File: src/rtl/cic_cfg_ctrl.sv
// cic_cfg_ctrl: run-time dec_factor/bypass sequencer for the CIC decimator (drain, flush, settle).
// Optional define CIC_CFG_DROP_CNT_EN adds a dropped-sample counter (drop_clr/drop_cnt).
module cic_cfg_ctrl #(
    parameter int unsigned DEC_WIDTH      = 4,
    parameter int unsigned DRAIN_CYCLES   = 4,
    parameter int unsigned FLUSH_CYCLES   = 2,
    parameter int unsigned SETTLE_SAMPLES = 2,
    parameter int unsigned RST_DEC_FACTOR = 1
) (
    input  logic               clk,
    input  logic               rst_n,
`ifdef CIC_CFG_DROP_CNT_EN
    input  logic               drop_clr,
    output logic [15:0]        drop_cnt,
`endif
    input  logic               cfg_req,
    input  logic [DEC_WIDTH:0] cfg_dec_factor,
    input  logic               cfg_bypass,
    output logic               cfg_ack,
    output logic               cfg_err,
    output logic               busy,
    input  logic               valid_in,
    output logic               valid_gated,
    input  logic               cic_valid_out,
    output logic               valid_out,
    output logic [DEC_WIDTH:0] cic_dec_factor,
    output logic               cic_bypass,
    output logic               flush_n
);

    localparam int unsigned FW      = DEC_WIDTH + 1;
    localparam int unsigned MAX_DF  = (DRAIN_CYCLES > FLUSH_CYCLES) ? DRAIN_CYCLES : FLUSH_CYCLES;
    localparam int unsigned MAX_CNT = (MAX_DF > SETTLE_SAMPLES) ? MAX_DF : SETTLE_SAMPLES;
    localparam int unsigned CW      = (MAX_CNT < 1) ? 1 : $clog2(MAX_CNT + 1);

    typedef enum logic [1:0] {
        IDLE   = 2'd0,
        DRAIN  = 2'd1,
        FLUSH  = 2'd2,
        SETTLE = 2'd3
    } state_t;

    state_t        state;
    logic [CW-1:0] cnt;
    logic          gate_en;
    logic          out_en;
    logic          started;
    logic          req_legal;
    logic          req_same;

    // Legal factors are the powers of two representable in the port: exactly one bit set.
    assign req_legal = (cfg_dec_factor != '0) &&
                       ((cfg_dec_factor & (cfg_dec_factor - FW'(1))) == '0);
    assign req_same  = (cfg_dec_factor == cic_dec_factor) && (cfg_bypass == cic_bypass);

    assign valid_gated = valid_in & gate_en;
    assign valid_out   = cic_valid_out & out_en;

    always_ff @(posedge clk or negedge rst_n) begin
        if (!rst_n) begin
            state          <= IDLE;
            cnt            <= '0;
            gate_en        <= 1'b0;
            out_en         <= 1'b0;
            started        <= 1'b0;
            busy           <= 1'b0;
            cfg_ack        <= 1'b0;
            cfg_err        <= 1'b0;
            flush_n        <= 1'b0;
            cic_bypass     <= 1'b0;
            cic_dec_factor <= FW'(RST_DEC_FACTOR);
        end else begin
            cfg_ack <= 1'b0;
            cfg_err <= 1'b0;
            if (!started) begin
                // First clock after reset release: release the CIC and open both gates.
                started <= 1'b1;
                flush_n <= 1'b1;
                gate_en <= 1'b1;
                out_en  <= 1'b1;
            end else begin
                case (state)
                    IDLE: begin
                        // A request still high during the ack cycle is not re-sampled.
                        if (cfg_req && !cfg_ack) begin
                            if (!req_legal) begin
                                cfg_ack <= 1'b1;
                                cfg_err <= 1'b1;
                            end else if (req_same) begin
                                cfg_ack <= 1'b1;
                            end else begin
                                gate_en <= 1'b0;
                                out_en  <= 1'b0;
                                busy    <= 1'b1;
                                cnt     <= CW'(DRAIN_CYCLES - 1);
                                state   <= DRAIN;
                            end
                        end
                    end
                    DRAIN: begin
                        if (cnt == '0) begin
                            flush_n        <= 1'b0;
                            cic_dec_factor <= cfg_dec_factor;
                            cic_bypass     <= cfg_bypass;
                            cnt            <= CW'(FLUSH_CYCLES - 1);
                            state          <= FLUSH;
                        end else begin
                            cnt <= cnt - CW'(1);
                        end
                    end
                    FLUSH: begin
                        if (cnt == '0) begin
                            flush_n <= 1'b1;
                            gate_en <= 1'b1;
                            cnt     <= CW'(SETTLE_SAMPLES);
                            if (cic_bypass || (SETTLE_SAMPLES == 0)) begin
                                out_en  <= 1'b1;
                                busy    <= 1'b0;
                                cfg_ack <= 1'b1;
                                state   <= IDLE;
                            end else begin
                                state <= SETTLE;
                            end
                        end else begin
                            cnt <= cnt - CW'(1);
                        end
                    end
                    SETTLE: begin
                        // Discard CIC strobes until the comb delays hold post-flush data.
                        if (cic_valid_out) begin
                            if (cnt <= CW'(1)) begin
                                cnt     <= '0;
                                out_en  <= 1'b1;
                                busy    <= 1'b0;
                                cfg_ack <= 1'b1;
                                state   <= IDLE;
                            end else begin
                                cnt <= cnt - CW'(1);
                            end
                        end
                    end
                    default: state <= IDLE;
                endcase
            end
        end
    end

`ifdef CIC_CFG_DROP_CNT_EN
    // Saturating count of upstream samples dropped by the input gate; clear wins.
    always_ff @(posedge clk or negedge rst_n) begin
        if (!rst_n) begin
            drop_cnt <= 16'd0;
        end else if (drop_clr) begin
            drop_cnt <= 16'd0;
        end else if (valid_in && !gate_en && (drop_cnt != 16'hFFFF)) begin
            drop_cnt <= drop_cnt + 16'd1;
        end
    end
`endif

endmodule
File: config.mk
export PLATFORM = sky130hd
export DESIGN_NAME = cic_cfg_ctrl
export DESIGN_NICKNAME = d
export VERILOG_FILES = /design/src/rtl/cic_cfg_ctrl.sv
export SDC_FILE = /design/constraint.sdc
export NUM_CORES = 1
export LEC_CHECK = 0
export BUFFER_PORTS_ARGS = -buffer_cell sky130_fd_sc_hd__buf_2
export CORE_ASPECT_RATIO = 0.9
export CORE_UTILIZATION = 28
export CTS_BUF_LIST = sky130_fd_sc_hd__clkbuf_8
export DETAILED_ROUTE_END_ITERATION = 10
export PLACE_DENSITY = 0.57
export SLEW_MARGIN = 20
export SYNTH_ARGS = -nofsm -noshare
export SYNTH_HDL_FRONTEND = slang
export SYNTH_SLANG_ARGS = --single-unit
File: constraint.sdc
create_clock -name clk -period 4.4 [get_ports clk]
set_clock_uncertainty 0.15 [all_clocks]
set_input_delay 0.22 -clock clk [delete_from_list [all_inputs] [get_ports clk]]
set_output_delay 0.22 -clock clk [all_outputs]
set_load 0.005 [all_outputs]
==> results.py <==
metrics = {
    "yosys": {
        "synthTopCellsByCount": "dfrtp_1 (17), nor2_1 (11), nand2_1 (8)",
        "synth_area_leader_cell": "dfrtp_1",
        "synth_most_common_cell": "dfrtp_1",
        "seq_area_frac_synth_pct": 38.4,
        "synth-async-reset-ratio_pct": 100,
        "syn-num-nets": 134,
        "synthCells": 120,
        "synth_ff_type": "dfrtp_1",
        "synth-seq-cells": 18,
        "synth_top_area_share_pct": 36.2,
        "syn_avg_cell_area_um2": 9.79,
        "syn_area_um2": 1170,
        "ys_top_cells_by_area": "dfrtp_1 (36%), mux2_2 (5.8%), xor2_1 (4.5%), nor2_1 (3.5%), ha_1 (3.2%)",
        "synth_edf_count": 0,
        "ys_warn_count": 0,
        "yosysUniqueCellTypes": 50,
    },
    "setup_path": {
        "critical_path.cell_chain": "inv_1 -> ha_1 -> nor2b_1 -> nand2_1 -> nor3b_2 -> mux2_2",
        "reg2reg_from": "cnt[1]",
        "critPathLaunchType": "flip-flop",
        "required_ns": 4.39,
        "timing.rr.end": "cic_dec_factor[3]",
        "path_delay_family": "simple AND/OR/NAND/NOR gates",
        "crit_arrival_ns": 2.29,
        "crit_path_max_fanout": 7,
        "max_stage_delay_ns": 0.56,
        "crit_buf_inv": 1,
        "path_class": "reg -> reg",
        "r2r_cells": 6,
        "slowest_stage": "nor3b_2",
        "worstSetupEndpointType": "flip-flop",
        "r2r_slack_ns": 2.10,
    },
    "timing": {
        "worst_slew_pin_slew_ns": 0.593,
        "holdWs_ns": 0.0789,
        "slew_headroom_pct": 60.3,
        "finalMaxSlewViolations": 0,
        "fin_crit_sh_pct": 52.3,
        "fin_ws_ns": 2.10,
        "rsz0062_at_grt": "no",
        "fin_setup_tns_ns": 0,
        "clock.fmax_mhz": 435,
        "finalHoldViolations": 0,
        "fin_crit_ns": 2.30,
        "setup-violations-final": 0,
    },
    "worst_hold_path": {
        "hp-start": "cfg_bypass",
        "hold_depth": 2,
        "hold_end": "cic_bypass",
        "hp-class": "in -> reg",
    },
    "floorplan": {
        "dieArea_um2": 4460,
        "fp.coreArea_um2": 3860,
        "die_w_um": 70.3,
        "boundaryPins": 23,
        "start_util_pct": 30.4,
        "rows": 21,
        "die_height_um": 63.5,
    },
    "drt": {
        "initialDrtViolationCount": 33,
        "viasPerCell": 5.09,
        "dr.pass1.iters": 4,
        "drc": 0,
        "drtAntennaViolNets": 0,
        "vias": 968,
        "wl_um": 2550,
        "wl_per_cell_um": 13.4,
    },
    "global_routing": {
        "grt.busiest_layer": "met2",
        "grt_pass1_vias": 978,
        "gr-total-overflow": 0,
        "gr-usage-met1_pct": 16.2,
        "grt_max_degree": 19,
        "grt_use_met3_pct": 1.92,
        "grt.total_usage_pct": 12.6,
        "grt_pass1_wl_um": 4510,
        "antenna_found_initial": 0,
        "met2_usage_pct": 21.7,
    },
    "clock_tree": {
        "cts-root-buf": "clkbuf_8",
        "cts_hold_buf": 1,
        "cts_buffers": 3,
        "path_clk_slew_ns": 0.07,
        "clkSinkCount": 18,
        "post_cts_buffers": 0,
        "cts.htree.levels": 1,
        "cts_resized": 0,
        "clock_path_buffers": 2,
        "cts_tree": "done",
        "clk_latency_ns": 0.25,
    },
    "flow_run": {
        "drv_cap": 0,
    },
    "cells_and_area": {
        "drive_above_1_share_pct": 28.5,
        "diodes": 0,
        "post-route-cell-area_um2": 1390,
        "nets": 159,
        "area_delta_synth_final_pct": 17.9,
    },
    "placed_design": {
        "placement.io_buffers": 22,
        "placed_cell_area_um2": 1320,
        "gp_congestion": 0.788,
        "post-place-ws_ns": 2.10,
        "dp_hpwl_um": 1990,
    },
    "run_status": {
        "status": "complete, no violations",
    },
    "pwr": {
        "switching_share_pct": 40.6,
        "vdd_drop_max_mv": 0.212,
        "power_frac_comb_pct": 46.5,
        "internal_power_uw": 502,
        "powerDensity_nw_per_um2": 610,
        "p_leak_nw": 0.625,
        "clockPowerShare_pct": 16.1,
        "seq_power_share_pct": 37.4,
        "total_power_uw": 845,
        "p_switching_uw": 343,
    },
}
-- power groups by stage --
stage | sequential (mW) | clock [mW] | combinational [mW]
2_1_floorplan | 0.283 | 0 | 0.317
4_1_cts | 0.318 | 0.138 | 0.395
3_3_place_gp | 0.316 | 0 | 0.385
6_report | 0.316 | 0.136 | 0.393
3_5_place_dp | 0.321 | 0 | 0.392
5_1_grt | 0.330 | 0.147 | 0.447
-- cells in the final DEF, fill, tap and decap left out, drive strengths merged, types with 3 or more instances in the layout --
master and count:
a21oi 5, buf 22, clkbuf 4, dfrtp 17
ha 3, inv 6, mux2 6, nand2 9
nand2b 4, nor2 11, nor2b 3, o211ai 4
o21ai 7, xor2 6
-- how the worst max path moves through the flow --
stage / start / to / slack (ns) / cells past startpoint
final: cnt[1] / cic_dec_factor[3] / 2.10 / 6
after detailed placement: cnt[0] / cic_dec_factor[4] / 2.10 / 6
after global placement: cnt[0] / cic_dec_factor[3] / 2.23 / 6
after global routing: cnt[1] / cic_dec_factor[2] / 1.93 / 6
after floorplan: cnt[0] / cic_bypass / 2.46 / 6
after CTS: cnt[1] / cic_dec_factor[4] / 2.09 / 6
-- registers in the layout (all words and copies together), names as in the netlist --
register / count
flush_n: 1
cic_dec_factor: 5
cic_bypass: 1
cnt: 3
out_en: 1
cfg_ack: 1
gate_en: 1
busy: 1
cfg_err: 1
started: 1
state: 2
-- stage by stage --
stage	utilization [%]	instances
detailed placement	34.2	185
finish	35.9	190
global route	35.9	190
global placement	34.2	185
CTS	35.9	190
floorplan	-	120
-- kinds of logic after synthesis --
group / synth area share, %
and+or+nand+nor: 19.1
AOI/OAI and AO/OA: 21.7
DFF: 38.4
buffers and inverters: 3.83
xor gates and xnor gates: 5.96
muxes: 7.45
adders and majority gates: 3.20
other: 0.319
-- layer usage --
metal	vias to the layer above	share of wire (%)
li1	472	-
met1	486	45
met2	8	51
met3	2	2.3
met4	0	1.1
met5	-	0
-- cell type report --
| cell class | count | area [um^2] |
|---|---|---|
| Fill cell | 386 | 2480 |
| Multi-Input combinational cell | 93 | 678 |
| Sequential cell | 18 | 452 |
| Timing Repair Buffer | 23 | 120 |
| Tap cell | 46 | 57.6 |
| Clock buffer | 4 | 55.1 |
| Inverter | 6 | 22.5 |
No activity file was read; power rests on OpenSTA's default activity.
